===== src/rtl/mem_arb_pkg.sv =====
// mem_arb_pkg: shared state/grant types and geometry defaults for the memory arbiter
package mem_arb_pkg;

    localparam int ADDR_W_DEF      = 16;
    localparam int DATA_W_DEF      = 16;
    localparam int BLOCK_WORDS_DEF = 8;
    localparam int MEM_LAT_DEF     = 4;
    localparam int WORD_IDX_W      = $clog2(BLOCK_WORDS_DEF);
    localparam int BLK_OFF_W       = WORD_IDX_W + 1;

    typedef enum logic [1:0] {IDLE, WRITE, FILL_I, FILL_D} state_e;

    typedef enum logic [1:0] {GNT_NONE, GNT_WR, GNT_D, GNT_I} grant_e;

    // D side belongs to the older instruction, so it outranks the I side
    function automatic grant_e arb_pick(input logic wr, input logic dm, input logic im);
        return wr ? GNT_WR : dm ? GNT_D : im ? GNT_I : GNT_NONE;
    endfunction

endpackage


===== src/rtl/fill_counter.sv =====
// fill_counter: issue/receive counters and read addressing for one block fill
module fill_counter
    import mem_arb_pkg::*;
#(
    parameter int ADDR_W = ADDR_W_DEF,
    parameter int WIW    = WORD_IDX_W,
    parameter int OFW    = BLK_OFF_W
) (
    input  logic                clk,
    input  logic                rst_n,
    input  logic                active,
    input  logic [ADDR_W-1:OFW] blk_addr,
    input  logic                rvalid,
    output logic                issue,
    output logic [ADDR_W-1:0]   rd_addr,
    output logic [WIW-1:0]      word,
    output logic                last
);

    logic [WIW:0]   ic;
    logic [WIW-1:0] rc;

    // ic's top bit marks "all reads issued"; aligned blocks make base + 2*ic a plain concat
    always_comb begin
        issue   = active && !ic[WIW];
        rd_addr = {blk_addr, ic[WIW-1:0], 1'b0};
        word    = rc;
        last    = active && rvalid && &rc;
    end

    always_ff @(posedge clk or negedge rst_n) begin
        if (!rst_n) begin
            ic <= '0;
            rc <= '0;
        end else if (!active || last) begin
            ic <= '0;
            rc <= '0;
        end else begin
            if (issue) ic <= ic + (WIW + 1)'(1);
            if (rvalid) rc <= rc + WIW'(1);
        end
    end

endmodule


===== src/rtl/mem_arbiter.sv =====
// mem_arbiter: shares one pipelined memory between I-fill, D-fill and D-store requesters
module mem_arbiter
    import mem_arb_pkg::*;
#(
    parameter int ADDR_W      = ADDR_W_DEF,
    parameter int DATA_W      = DATA_W_DEF,
    parameter int BLOCK_WORDS = BLOCK_WORDS_DEF,
    parameter int MEM_LAT     = MEM_LAT_DEF
) (
    input  logic                           clk,
    input  logic                           rst_n,
    input  logic                           i_miss_req,
    input  logic [ADDR_W-1:0]              i_miss_addr,
    output logic                           i_fill_valid,
    output logic [DATA_W-1:0]              i_fill_data,
    output logic [$clog2(BLOCK_WORDS)-1:0] i_fill_word,
    output logic                           i_fill_done,
    input  logic                           d_miss_req,
    input  logic [ADDR_W-1:0]              d_miss_addr,
    output logic                           d_fill_valid,
    output logic [DATA_W-1:0]              d_fill_data,
    output logic [$clog2(BLOCK_WORDS)-1:0] d_fill_word,
    output logic                           d_fill_done,
    input  logic                           d_wr_req,
    input  logic [ADDR_W-1:0]              d_wr_addr,
    input  logic [DATA_W-1:0]              d_wr_data,
    output logic                           d_wr_ack,
    output logic                           mem_en,
    output logic                           mem_wr,
    output logic [ADDR_W-1:0]              mem_addr,
    output logic [DATA_W-1:0]              mem_wdata,
    input  logic [DATA_W-1:0]              mem_rdata,
    input  logic                           mem_rvalid,
    output logic                           busy
);

    localparam int WIW = $clog2(BLOCK_WORDS);

    if (MEM_LAT < 1 || BLOCK_WORDS < 2 || (BLOCK_WORDS & (BLOCK_WORDS - 1)) != 0) begin : g_param_check
        $error("mem_arbiter: MEM_LAT must be >= 1 and BLOCK_WORDS a power of 2 >= 2");
    end

    state_e            state;
    logic [ADDR_W-1:0] lat_addr;
    logic [DATA_W-1:0] lat_data;
    logic              fill, issue, last, wr_cyc, i_rx, d_rx;
    logic [ADDR_W-1:0] rd_addr;
    logic [WIW-1:0]    word;

    always_ff @(posedge clk or negedge rst_n) begin
        if (!rst_n) begin
            state    <= IDLE;
            lat_addr <= '0;
            lat_data <= '0;
        end else begin
            case (state)
                IDLE: begin
                    case (arb_pick(d_wr_req, d_miss_req, i_miss_req))
                        GNT_WR: begin
                            state    <= WRITE;
                            lat_addr <= d_wr_addr;
                            lat_data <= d_wr_data;
                        end
                        GNT_D: begin
                            state    <= FILL_D;
                            lat_addr <= d_miss_addr;
                        end
                        GNT_I: begin
                            state    <= FILL_I;
                            lat_addr <= i_miss_addr;
                        end
                        default: state <= IDLE;
                    endcase
                end
                WRITE:   state <= IDLE;
                default: if (last) state <= IDLE;
            endcase
        end
    end

    fill_counter #(
        .ADDR_W (ADDR_W),
        .WIW    (WIW),
        .OFW    (WIW + 1)
    ) u_fill (
        .clk      (clk),
        .rst_n    (rst_n),
        .active   (fill),
        .blk_addr (lat_addr[ADDR_W-1:WIW+1]),
        .rvalid   (mem_rvalid),
        .issue    (issue),
        .rd_addr  (rd_addr),
        .word     (word),
        .last     (last)
    );

    // read data is gated by fill state so stray rvalids in IDLE never reach a cache
    always_comb begin
        wr_cyc       = state == WRITE;
        fill         = state == FILL_I || state == FILL_D;
        i_rx         = state == FILL_I && mem_rvalid;
        d_rx         = state == FILL_D && mem_rvalid;
        mem_en       = wr_cyc || issue;
        mem_wr       = wr_cyc;
        mem_addr     = wr_cyc ? lat_addr : issue ? rd_addr : '0;
        mem_wdata    = wr_cyc ? lat_data : '0;
        d_wr_ack     = wr_cyc;
        i_fill_valid = i_rx;
        i_fill_data  = i_rx ? mem_rdata : '0;
        i_fill_word  = i_rx ? word : '0;
        i_fill_done  = state == FILL_I && last;
        d_fill_valid = d_rx;
        d_fill_data  = d_rx ? mem_rdata : '0;
        d_fill_word  = d_rx ? word : '0;
        d_fill_done  = state == FILL_D && last;
        busy         = state != IDLE;
    end

endmodule


===== config.mk =====
export PLATFORM = sky130hd
export DESIGN_NAME = mem_arbiter
export DESIGN_NICKNAME = d
export VERILOG_FILES = /design/src/rtl/mem_arb_pkg.sv /design/src/rtl/fill_counter.sv /design/src/rtl/mem_arbiter.sv
export SDC_FILE = /design/constraint.sdc
export NUM_CORES = 1
export LEC_CHECK = 0
export BUFFER_PORTS_ARGS = -buffer_cell sky130_fd_sc_hd__buf_2
export CAP_MARGIN = 20
export CORE_ASPECT_RATIO = 1.1
export CORE_MARGIN = 2
export CORE_UTILIZATION = 39
export CTS_CLUSTER_SIZE = 16
export DETAILED_ROUTE_END_ITERATION = 8
export PLACE_DENSITY = 0.76
export SYNTH_ARGS = -nofsm -noshare
export SYNTH_HDL_FRONTEND = slang
export SYNTH_SLANG_ARGS = --single-unit

===== constraint.sdc =====
create_clock -name clk -period 2.5 [get_ports clk]
set_clock_uncertainty 0.15 [all_clocks]
set_input_delay 0.5 -clock clk [delete_from_list [all_inputs] [get_ports clk]]
set_output_delay 0.5 -clock clk [all_outputs]
set_load 0.005 [all_outputs]

==> results.json, run 1 <==
{
  "fmaxAchievable_ghz": 0.442,
  "final_util_pct": 56.1,
  "synth_sequential_area_ratio_pct": 42.0,
  "timing_worst_setup_path_type": "reg2out",
  "cts.root.buffer_cell": "clkbuf_8",
  "floorplan.initialDensity_pct": 39.9,
  "ant_nets": 0,
  "dp.final_hpwl_um": 4910,
  "vias": 2359,
  "max-slew-margin-rel_pct": 41.1,
  "gpl.final_weighted_congestion": 0.777,
  "dr.pass1.iters": 4,
  "design_power_total_uw": 3070,
  "antenna_found_initial": 0,
  "critPathMaxFanout": 14,
  "yosys.cell_count.top_type": "and2_1",
  "post_synth_instance_area_um2": 2440,
  "worst-slew-pin-transition_ns": 0.884,
  "run_status": "finished, final reports clean",
  "syn-instance-count": 260,
  "pin_count_of_the_biggest_net_entering_global_routing": 33,
  "die_width_um": 79.4,
  "synth-edff-count": 0,
  "p_leak_uw": 0.00189,
  "internal_power_uw": 2000,
  "grt.busiest_layer": "met2",
  "cts-buffers-inserted": 5,
  "grt-ovfl-total": 0,
  "tritoncts": "yes",
  "dr.first_iter.drc_count": 76,
  "yosys_reg_bits": 41,
  "fin_nets": 512,
  "timing.final.crit_share_pct": 90.6,
  "dominantRegCellSynth": "dfrtp_1",
  "grtUsageMet1_pct": 23.9,
  "mappedNetlistNets": 353,
  "gr-usage-met2_pct": 30.2,
  "drc_errors": 0,
  "clk_path_buf_depth": 2,
  "port_buffers": 163,
  "numPlacedInstances": 491,
  "clock_sinks": 41,
  "vias_per_cell": 4.72,
  "synth.top_cell.area_share_pct": 42.0,
  "timing.critical_path.to_type": "primary output",
  "critical_path_arrival_ns": 1.61,
  "antenna_cells": 0,
  "peakVddDrop_mv": 0.410,
  "timing_max_transition_violations_final": 0,
  "p_switching_uw": 1070,
  "post_route_cells_drive_above_1_share_pct": 47.6,
  "synth_top_cell_by_area": "dfrtp_1",
  "finalWirelength_um": 6170,
  "fp-row-count": 30,
  "routed_wire_length_per_instance_um": 12.3,
  "p_comb_share_pct": 46.4,
  "pwr_density_cell_nw_per_um2": 894,
  "design.die.area_um2": 6910,
  "finalNonFillerCells": 500,
  "totalNegativeSetupSlack_ns": 0,
  "groute.usage.overall_pct": 18.2,
  "cts.clk_slew.worst_paths_ns": 0.08,
  "cp-start-kind": "register",
  "boundaryPins": 164,
  "synthArstFlopShare_pct": 100,
  "yosys-top-cells-count": "68 x and2_1, 41 x dfrtp_1, 25 x nor2_1, 19 x nand2_1",
  "grt_setup_unrepaired": "false",
  "core_um2": 6120,
  "global_route_wire_length_before_repair_um": 10100,
  "h-tree-depth": 2,
  "chipHeight_um": 87.0,
  "synthToLayoutAreaGrowth_pct": 40.5,
  "insertion_delay_ns": 0.28,
  "power_frac_seq_pct": 39.1,
  "gr-usage-met3_pct": 3.32,
  "maxcap_viol_count": 0,
  "setup-violations-final": 0,
  "hold_ws_ns": 0.292,
  "crit_required_ns": 1.85,
  "synth_cell_type_count": 30,
  "fill_cell_total_of_the_finished_layout": 559,
  "clock_power_share_pct": 14.5,
  "swShare_pct": 34.9,
  "report.final.hold_viol_count": 0,
  "first_global_vias": 2197,
  "fin_crit_ns": 2.26,
  "ranking_of_synthesized_cells_by_area": "dfrtp_1 42%, and2_1 17%, mux2_4 6.2%",
  "synth-warning-count": 0,
  "min-delay-path-class": "in2reg",
  "mean_post_synth_cell_area_um2": 9.39
}
==> cell type report <==
class	count	area (um^2)	share of cell area, %
Multi-Input combinational cell	192	1300	37.8
Clock buffer	6	82.6	2.41
Tap cell	80	100	2.92
Clock inverter	2	13.8	0.401
Sequential cell	41	1030	29.9
Timing Repair Buffer	172	886	25.8
Inverter	7	26.3	0.766
==> per-stage QoR <==
stage / worst slack (ns) / instance area, um^2
4_1_cts: 0.0908 / 3430
3_5_place_dp: 0.0882 / 3320
6_report: 0.236 / 3430
5_1_grt: 0.0352 / 3430
3_3_place_gp: 0.167 / 3320
2_1_floorplan: 0.539 / 2440
==> repair_timing <==
item | in CTS | in global routing
hold endpoints to repair | 5 | 0
hold buffers | 1 | 0
resized for setup | 0 | 2
setup endpoints to repair | 0 | 38
buffers inserted | 0 | 0
==> per-layer routing <==
| layer | part of all wire [%] | routed length, um |
|---|---|---|
| met5 | 0 | 0 |
| met4 | 1.4 | 88 |
| met3 | 5.8 | 357 |
| met2 | 50 | 3090 |
| met1 | 43 | 2630 |
==> worst max-delay path, stage by stage (launching register included) <==
cell and delay, ns:
dfrtp_1 0.61, nor2_1 0.13, a21oi_1 0.15, buf_4 0.20, and2_1 0.15, buf_2 0.11
==> flip-flops by register name (all words and copies together), names as in the netlist <==
| register | cells |
|---|---|
| lat_addr | 16 |
| lat_data | 16 |
| u_fill.ic | 4 |
| u_fill.word | 3 |
| state | 2 |
==> power by group through the flow <==
stage | Sequential, uW | Clock (uW) | Combinational [uW]
2_1_floorplan | 1130 | 0 | 918
3_3_place_gp | 1190 | 0 | 1400
3_5_place_dp | 1210 | 0 | 1440
4_1_cts | 1200 | 458 | 1450
5_1_grt | 1250 | 492 | 1600
6_report | 1200 | 444 | 1420
==> logic make-up (layout without fill, tap and decap cells) <==
group | count (synthesis) | in the layout | synth area share [%]
buffers and inverters | 27 | 187 | 5.23
adders and majority gates | 7 | 7 | 3.59
and+or+nand+nor | 122 | 122 | 26.8
muxes | 18 | 18 | 9.74
xor gates and xnor gates | 1 | 1 | 0.359
DFF | 41 | 41 | 42.0
AOI/OAI and AO/OA | 44 | 44 | 12.3
==> cells in the final DEF (no fill, tap or decap), drive strengths merged, types with 3 or more instances in the layout <==
master	Yosys	routed
a21oi	4	4
mux2	16	16
and3	3	3
nor2	26	26
ha	7	7
inv	7	7
a22oi	16	16
nand2	19	19
and2	68	68
clkbuf	11	6
a31oi	16	16
buf	9	171
dfrtp	41	41
==> final timing paths <==
| check | end | cells after the start | startpoint | slack [ns] |
|---|---|---|---|---|
| max in group asynchronous | u_fill.ic[2]$_DFFE_PN0P_ | 3 | rst_n | 1.28 |
| max reg2reg | lat_data[0]$_DFFE_PN0P_ | 3 | state[1]$_DFFE_PN0P_ | 0.31 |
| min in group asynchronous | state[0]$_DFFE_PN0P_ | 2 | rst_n | 0.44 |
| min reg2reg | lat_data[6]$_DFFE_PN0P_ | 1 | lat_data[6]$_DFFE_PN0P_ | 0.36 |
| max | mem_addr[12] | 5 | state[1]$_DFFE_PN0P_ | 0.24 |
| min | lat_data[11]$_DFFE_PN0P_ | 2 | d_wr_data[11] | 0.29 |
Note: power is estimated with default switching activity, not from simulation.
==> run 2, diff against run 1 <==
Settings changed: PLACE_DENSITY 0.76 to 0.73, SYNTH_HIERARCHICAL set to 1.
==> results.json, run 2 <==
{
  "fin_crit_ns": 2.31,
  "floorplan.initialDensity_pct": 40.7,
  "synth.top_cell.area_share_pct": 37.8,
  "layout_common_cells": "163 x buf_2, 54 x and2_1, 52 x nand2_1",
  "insertion_delay_ns": 0.29,
  "pwr_density_cell_nw_per_um2": 929,
  "reg.largest.list": "lat_addr: 16 flops, lat_data: 16 flops, u_fill/ic: 4 flops",
  "synth_sequential_area_ratio_pct": 37.8,
  "drc_errors": 0,
  "r2r-start": "state[1]$_DFFE_PN0P_",
  "dominantRegCellSynth": "dfrtp_1",
  "fp-row-count": 31,
  "synthArstFlopShare_pct": 100,
  "vias": 2526,
  "critPathBufInv": 1,
  "port_buffers": 163,
  "synth-edff-count": 0,
  "critPathMaxStageDelay_ns": 0.42,
  "grt_setup_unrepaired": "false",
  "run_status": "finished, final reports clean",
  "fmaxAchievable_ghz": 0.433,
  "critPathMaxFanout": 4,
  "timing.critical_path.to_type": "primary output",
  "groute.usage.overall_pct": 18.2,
  "pin_count_of_the_biggest_net_entering_global_routing": 42,
  "ranking_of_synthesized_cells_by_area": "dfrtp_1 38%, and2_1 12%, nand2_1 7.2%",
  "maxcap_viol_count": 0,
  "gpl.final_weighted_congestion": 0.853,
  "mean_post_synth_cell_area_um2": 8.68,
  "yosys.cell_count.top_type": "and2_1",
  "max-slew-margin-rel_pct": 37.3,
  "core_um2": 6670,
  "setup_crit_end": "d_fill_done",
  "numPlacedInstances": 526,
  "die_width_um": 83.6,
  "totalNegativeSetupSlack_ns": 0,
  "min-delay-path-class": "in2async",
  "report.final.hold_viol_count": 0,
  "fill_cell_total_of_the_finished_layout": 665,
  "post_synth_instance_area_um2": 2720,
  "worst_r2r_path_depth": 4,
  "timing_max_transition_violations_final": 0,
  "cts-buffers-inserted": 5,
  "setup-violations-final": 0,
  "timing.critical_path.cells": "ha_1 -> ha_1 -> and3_2 -> and3_1 -> buf_2",
  "synth-warning-count": 6,
  "mostFrequentLayoutCell": "buf_2",
  "cts.clk_slew.worst_paths_ns": 0.07,
  "chipHeight_um": 91.5,
  "timing.critical_path.depth": 5,
  "synthToLayoutAreaGrowth_pct": 31.9,
  "fin_nets": 545,
  "first_global_vias": 2339,
  "boundaryPins": 164,
  "global_route_wire_length_before_repair_um": 11300,
  "h-tree-depth": 2,
  "finalWirelength_um": 7150,
  "yosys-top-cells-count": "54 x and2_1, 52 x nand2_1, 41 x dfrtp_1, 25 x nor2_1",
  "timing_worst_setup_path_type": "reg2out",
  "vias_per_cell": 4.72,
  "setup.worst_path.start": "u_fill/word[0]$_DFFE_PN0P_",
  "grt-ovfl-total": 0,
  "ant_nets": 0,
  "finalNonFillerCells": 535,
  "design.die.area_um2": 7650,
  "yosys_reg_bits": 41,
  "worst_path_max_delay_cell": "dfrtp_1",
  "crit_required_ns": 1.85,
  "dr.first_iter.drc_count": 104,
  "syn-instance-count": 313,
  "dp.final_hpwl_um": 5360,
  "crit-reg2reg-capture": "lat_data[4]$_DFFE_PN0P_",
  "clock_sinks": 41,
  "p_leak_uw": 0.00198,
  "critical-path-top-cell-by-count": "ha_1",
  "cp-start-kind": "register",
  "dr.pass1.iters": 4,
  "post_route_cells_drive_above_1_share_pct": 45.7,
  "critical_path_arrival_ns": 1.66,
  "worst-slew-pin-transition_ns": 0.940,
  "peakVddDrop_mv": 0.419,
  "timing.final.crit_share_pct": 92.4,
  "antenna_cells": 0,
  "routed_wire_length_per_instance_um": 13.4,
  "antenna_found_initial": 0,
  "rrSetupSlack_ns": 0.59,
  "tritoncts": "yes",
  "design_power_total_uw": 3330,
  "clk_path_buf_depth": 2,
  "cts_hold_buf": 0,
  "synth_top_cell_by_area": "dfrtp_1",
  "mappedNetlistNets": 406,
  "synth_cell_type_count": 33,
  "cts.root.buffer_cell": "clkbuf_8",
  "critPathTopFamily": "flip-flops"
}
[run 2: worst min path at each step]
stage	slack, ns	to	start	cells past startpoint
final	0.19	lat_addr[9]$_DFFE_PN0P_	rst_n	1
after global routing	0.26	lat_addr[9]$_DFFE_PN0P_	rst_n	1
after CTS	0.23	lat_addr[9]$_DFFE_PN0P_	rst_n	1
after detailed placement	0.34	lat_data[0]$_DFFE_PN0P_	lat_data[0]$_DFFE_PN0P_	1
after global placement	0.33	lat_data[6]$_DFFE_PN0P_	lat_data[6]$_DFFE_PN0P_	1
after floorplan	0.05	lat_addr[0]$_DFFE_PN0P_	rst_n	0
[run 2: worst register-to-register path, cell delays in order, from the launching register on]
cell and delay (ns):
dfrtp_1 0.43, buf_4 0.19, or2_1 0.33, nor2_8 0.32, mux2_2 0.38
[run 2: cell type report]
cell class / instances / area (um^2) / area share (%)
repair buffers: 172 / 908 / 25.3
well taps: 82 / 103 / 2.86
flip-flops and latches: 41 / 1030 / 28.6
inverters: 5 / 18.8 / 0.524
clock buffers: 6 / 72.6 / 2.03
multi-input cells: 227 / 1450 / 40.3
clock inverters: 2 / 10.0 / 0.279
[run 2: power breakdown]
group	internal (uW)	switching [uW]	total, uW
registers	995	238	1230
logic	873	812	1680
clock network	193	220	413
total	2060	1270	3330
[run 2: stage by stage]
step / instance area, um^2 / setup WS [ns] / hold slack (ns) / utilization [%]
after floorplan: 2720 / 0.430 / 0.0544 / -
after global placement: 3490 / 0.365 / 0.333 / 52.3
after detailed placement: 3490 / 0.350 / 0.336 / 52.3
after CTS: 3570 / 0.0218 / 0.228 / 53.6
after global routing: 3580 / 0.0604 / 0.264 / 53.7
final: 3580 / 0.189 / 0.190 / 53.7
[run 2: routing by layer]
| metal | GRT usage [%] | up-vias | share of wire, % |
|---|---|---|---|
| met1 | 22.7 | 1143 | 42 |
| met3 | 3.55 | 9 | 6.9 |
| met2 | 31.5 | 84 | 49 |
| met5 | 0 | - | 0 |
| met4 | 5.65 | 0 | 1.4 |
| li1 | - | 1290 | - |
[run 2: logic make-up after synthesis]
| kind of cell | share of synthesized area [%] |
|---|---|
| and+or+nand+nor | 27.1 |
| AOI/OAI and AO/OA | 12.0 |
| buffers and inverters | 9.63 |
| DFF | 37.8 |
| muxes | 9.12 |
| adders and majority gates | 3.22 |
| xor gates and xnor gates | 0.967 |
| other | 0.138 |
[run 2: repair_timing]
action	4_1_cts	5_1_grt
endpoints found under the setup margin	0	23
setup buffers	0	1
resized for setup	0	2
==> run 3, diff against run 2 <==
--- a/config.mk
+++ b/config.mk
@@ -11,6 +11,6 @@
 export CORE_MARGIN = 2
-export CORE_UTILIZATION = 39
+export CORE_UTILIZATION = 30
 export CTS_CLUSTER_SIZE = 16
 export DETAILED_ROUTE_END_ITERATION = 8
-export PLACE_DENSITY = 0.73
+export RECOVER_POWER = 100
 export SYNTH_ARGS = -nofsm -noshare
==> constraint.sdc (replaced) <==
create_clock -name clk -period 2.5 [get_ports clk]
set_clock_uncertainty 0.15 [all_clocks]
set_input_delay 0.125 -clock clk [delete_from_list [all_inputs] [get_ports clk]]
set_output_delay 0.125 -clock clk [all_outputs]
set_load 0.005 [all_outputs]
==> results.json, run 3 (synthesis gave the netlist of run 2 again) <==
{
  "cts-buffers-inserted": 5,
  "hold_ws_ns": 0.00853,
  "routed_wire_length_per_instance_um": 12.8,
  "post_route_cells_drive_above_1_share_pct": 33.4,
  "antenna_found_initial": 0,
  "cts.root.buffer_cell": "clkbuf_8",
  "critical_path_arrival_ns": 1.94,
  "insertion_delay_ns": 0.29,
  "worst_r2r_path_depth": 3,
  "fin_nets": 574,
  "h-tree-depth": 2,
  "core_um2": 8830,
  "timing.critical_path.to_type": "primary output",
  "rrSetupSlack_ns": 0.49,
  "multi_input_area_um2": 1400,
  "crit-reg2reg-capture": "lat_data[6]$_DFFE_PN0P_",
  "p_leak_uw": 0.00193,
  "holdPathStages": 3,
  "dr.pass1.iters": 4,
  "cts.clk_slew.worst_paths_ns": 0.08,
  "pwr_density_cell_nw_per_um2": 841,
  "run_status": "finished, final reports clean",
  "cp-start-kind": "register",
  "gpl.final_weighted_congestion": 0.807,
  "first_global_vias": 2614,
  "clk_path_buf_depth": 2,
  "grt_setup_unrepaired": "false",
  "ant_nets": 0,
  "stdcell_area_um2": 3830,
  "placedInstanceArea_um2": 3500,
  "tritoncts": "yes",
  "dp.final_hpwl_um": 5510,
  "global_route_wire_length_before_repair_um": 12100,
  "r2r-start": "state[1]$_DFFE_PN0P_",
  "cts_setup_buffers": 0,
  "vias": 2661,
  "layout_common_cells": "133 x buf_2, 53 x nand2_1, 41 x dfrtp_1",
  "peakVddDrop_mv": 0.321,
  "clock_sinks": 41,
  "timing.final.crit_share_pct": 88.5,
  "fmaxAchievable_ghz": 0.452,
  "maxcap_viol_count": 0,
  "port_buffers": 163,
  "design.die.area_um2": 9830,
  "report.final.hold_viol_count": 0,
  "finalWirelength_um": 7640,
  "antenna_cells": 0,
  "grt-ovfl-total": 0,
  "min-delay-path-class": "in2reg",
  "fill_cell_total_of_the_finished_layout": 954,
  "pin_count_of_the_biggest_net_entering_global_routing": 42,
  "boundaryPins": 164,
  "timing_worst_setup_path_type": "reg2out",
  "die_width_um": 94.7,
  "setup-violations-final": 0,
  "vias_per_cell": 4.46,
  "fp-row-count": 36,
  "numPlacedInstances": 555,
  "crit_required_ns": 2.23,
  "timing_max_transition_violations_final": 0,
  "dr.first_iter.drc_count": 87,
  "drc_errors": 0,
  "ff_latch_area_um2": 1030,
  "critPathMaxFanout": 17,
  "fin_crit_ns": 2.21,
  "chipHeight_um": 104,
  "final_util_pct": 43.4,
  "max-slew-margin-rel_pct": 20.4,
  "finalNonFillerCells": 596,
  "worst-slew-pin-transition_ns": 1.19,
  "timing.hold.worst_endpoint": "lat_addr[7]$_DFFE_PN0P_",
  "floorplan.initialDensity_pct": 30.8,
  "reg.largest.list": "lat_addr: 16 flops, lat_data: 16 flops, u_fill/ic: 4 flops",
  "min-delay-start": "i_miss_addr[7]",
  "totalNegativeSetupSlack_ns": 0,
  "synthToLayoutAreaGrowth_pct": 40.9,
  "groute.usage.overall_pct": 15.2,
  "mostFrequentLayoutCell": "buf_2"
}
==> run 3: per-stage QoR <==
step / worst slack [ns] / total power [uW]
2_1_floorplan: 0.793 / 2420
3_3_place_gp: 0.542 / 2870
5_1_grt: 0.0690 / 3550
3_5_place_dp: 0.558 / 2910
6_report: 0.288 / 3220
4_1_cts: 0.215 / 3400
==> run 3: timing repair <==
item,CTS,global route
endpoints found under the setup margin,0,0
gates resized for setup,0,0
hold buffers,33,0
hold endpoints to repair,73,0
==> run 3: metal layers <==
| layer | global-route usage [%] | up-vias | share of wire, % |
|---|---|---|---|
| li1 | - | 1345 | - |
| met2 | 27.1 | 90 | 50 |
| met4 | 5.69 | 0 | 2.6 |
| met1 | 17.8 | 1212 | 42 |
| met5 | 0 | - | 0 |
| met3 | 2.69 | 14 | 5.2 |
==> run 3: how the worst max path moves through the flow <==
stage                          from                       to  depth (start not counted)
2_1_floorplan  state[1]$_DFFE_PN0P_  lat_data[0]$_DFFE_PN0P_                          6
3_3_place_gp   state[1]$_DFFE_PN0P_              mem_addr[1]                          4
3_5_place_dp   state[1]$_DFFE_PN0P_              mem_addr[1]                          4
4_1_cts        state[1]$_DFFE_PN0P_              mem_addr[1]                          4
5_1_grt        state[1]$_DFFE_PN0P_              mem_addr[1]                          4
6_report       state[1]$_DFFE_PN0P_              mem_addr[1]                          4
==> run 3: critical path, cell delays in order, from the launching register on <==
cell and delay (ns):
dfrtp_1 0.61, and2b_1 0.57, nand2_1 0.09, o21ai_0 0.22, buf_2 0.16
==> run 3: area by class of cell <==
class,count,area share [%]
flip-flops and latches,41,26.8
multi-input cells,227,36.5
repair buffers,201,30.2
clock buffers,5,1.80
inverters,5,0.490
well taps,114,3.73
clock inverters,3,0.458
==> run 3: report_power, final <==
group / internal (uW) / switching, uW
sequential: 994 / 250
combinational: 753 / 795
clock: 193 / 235
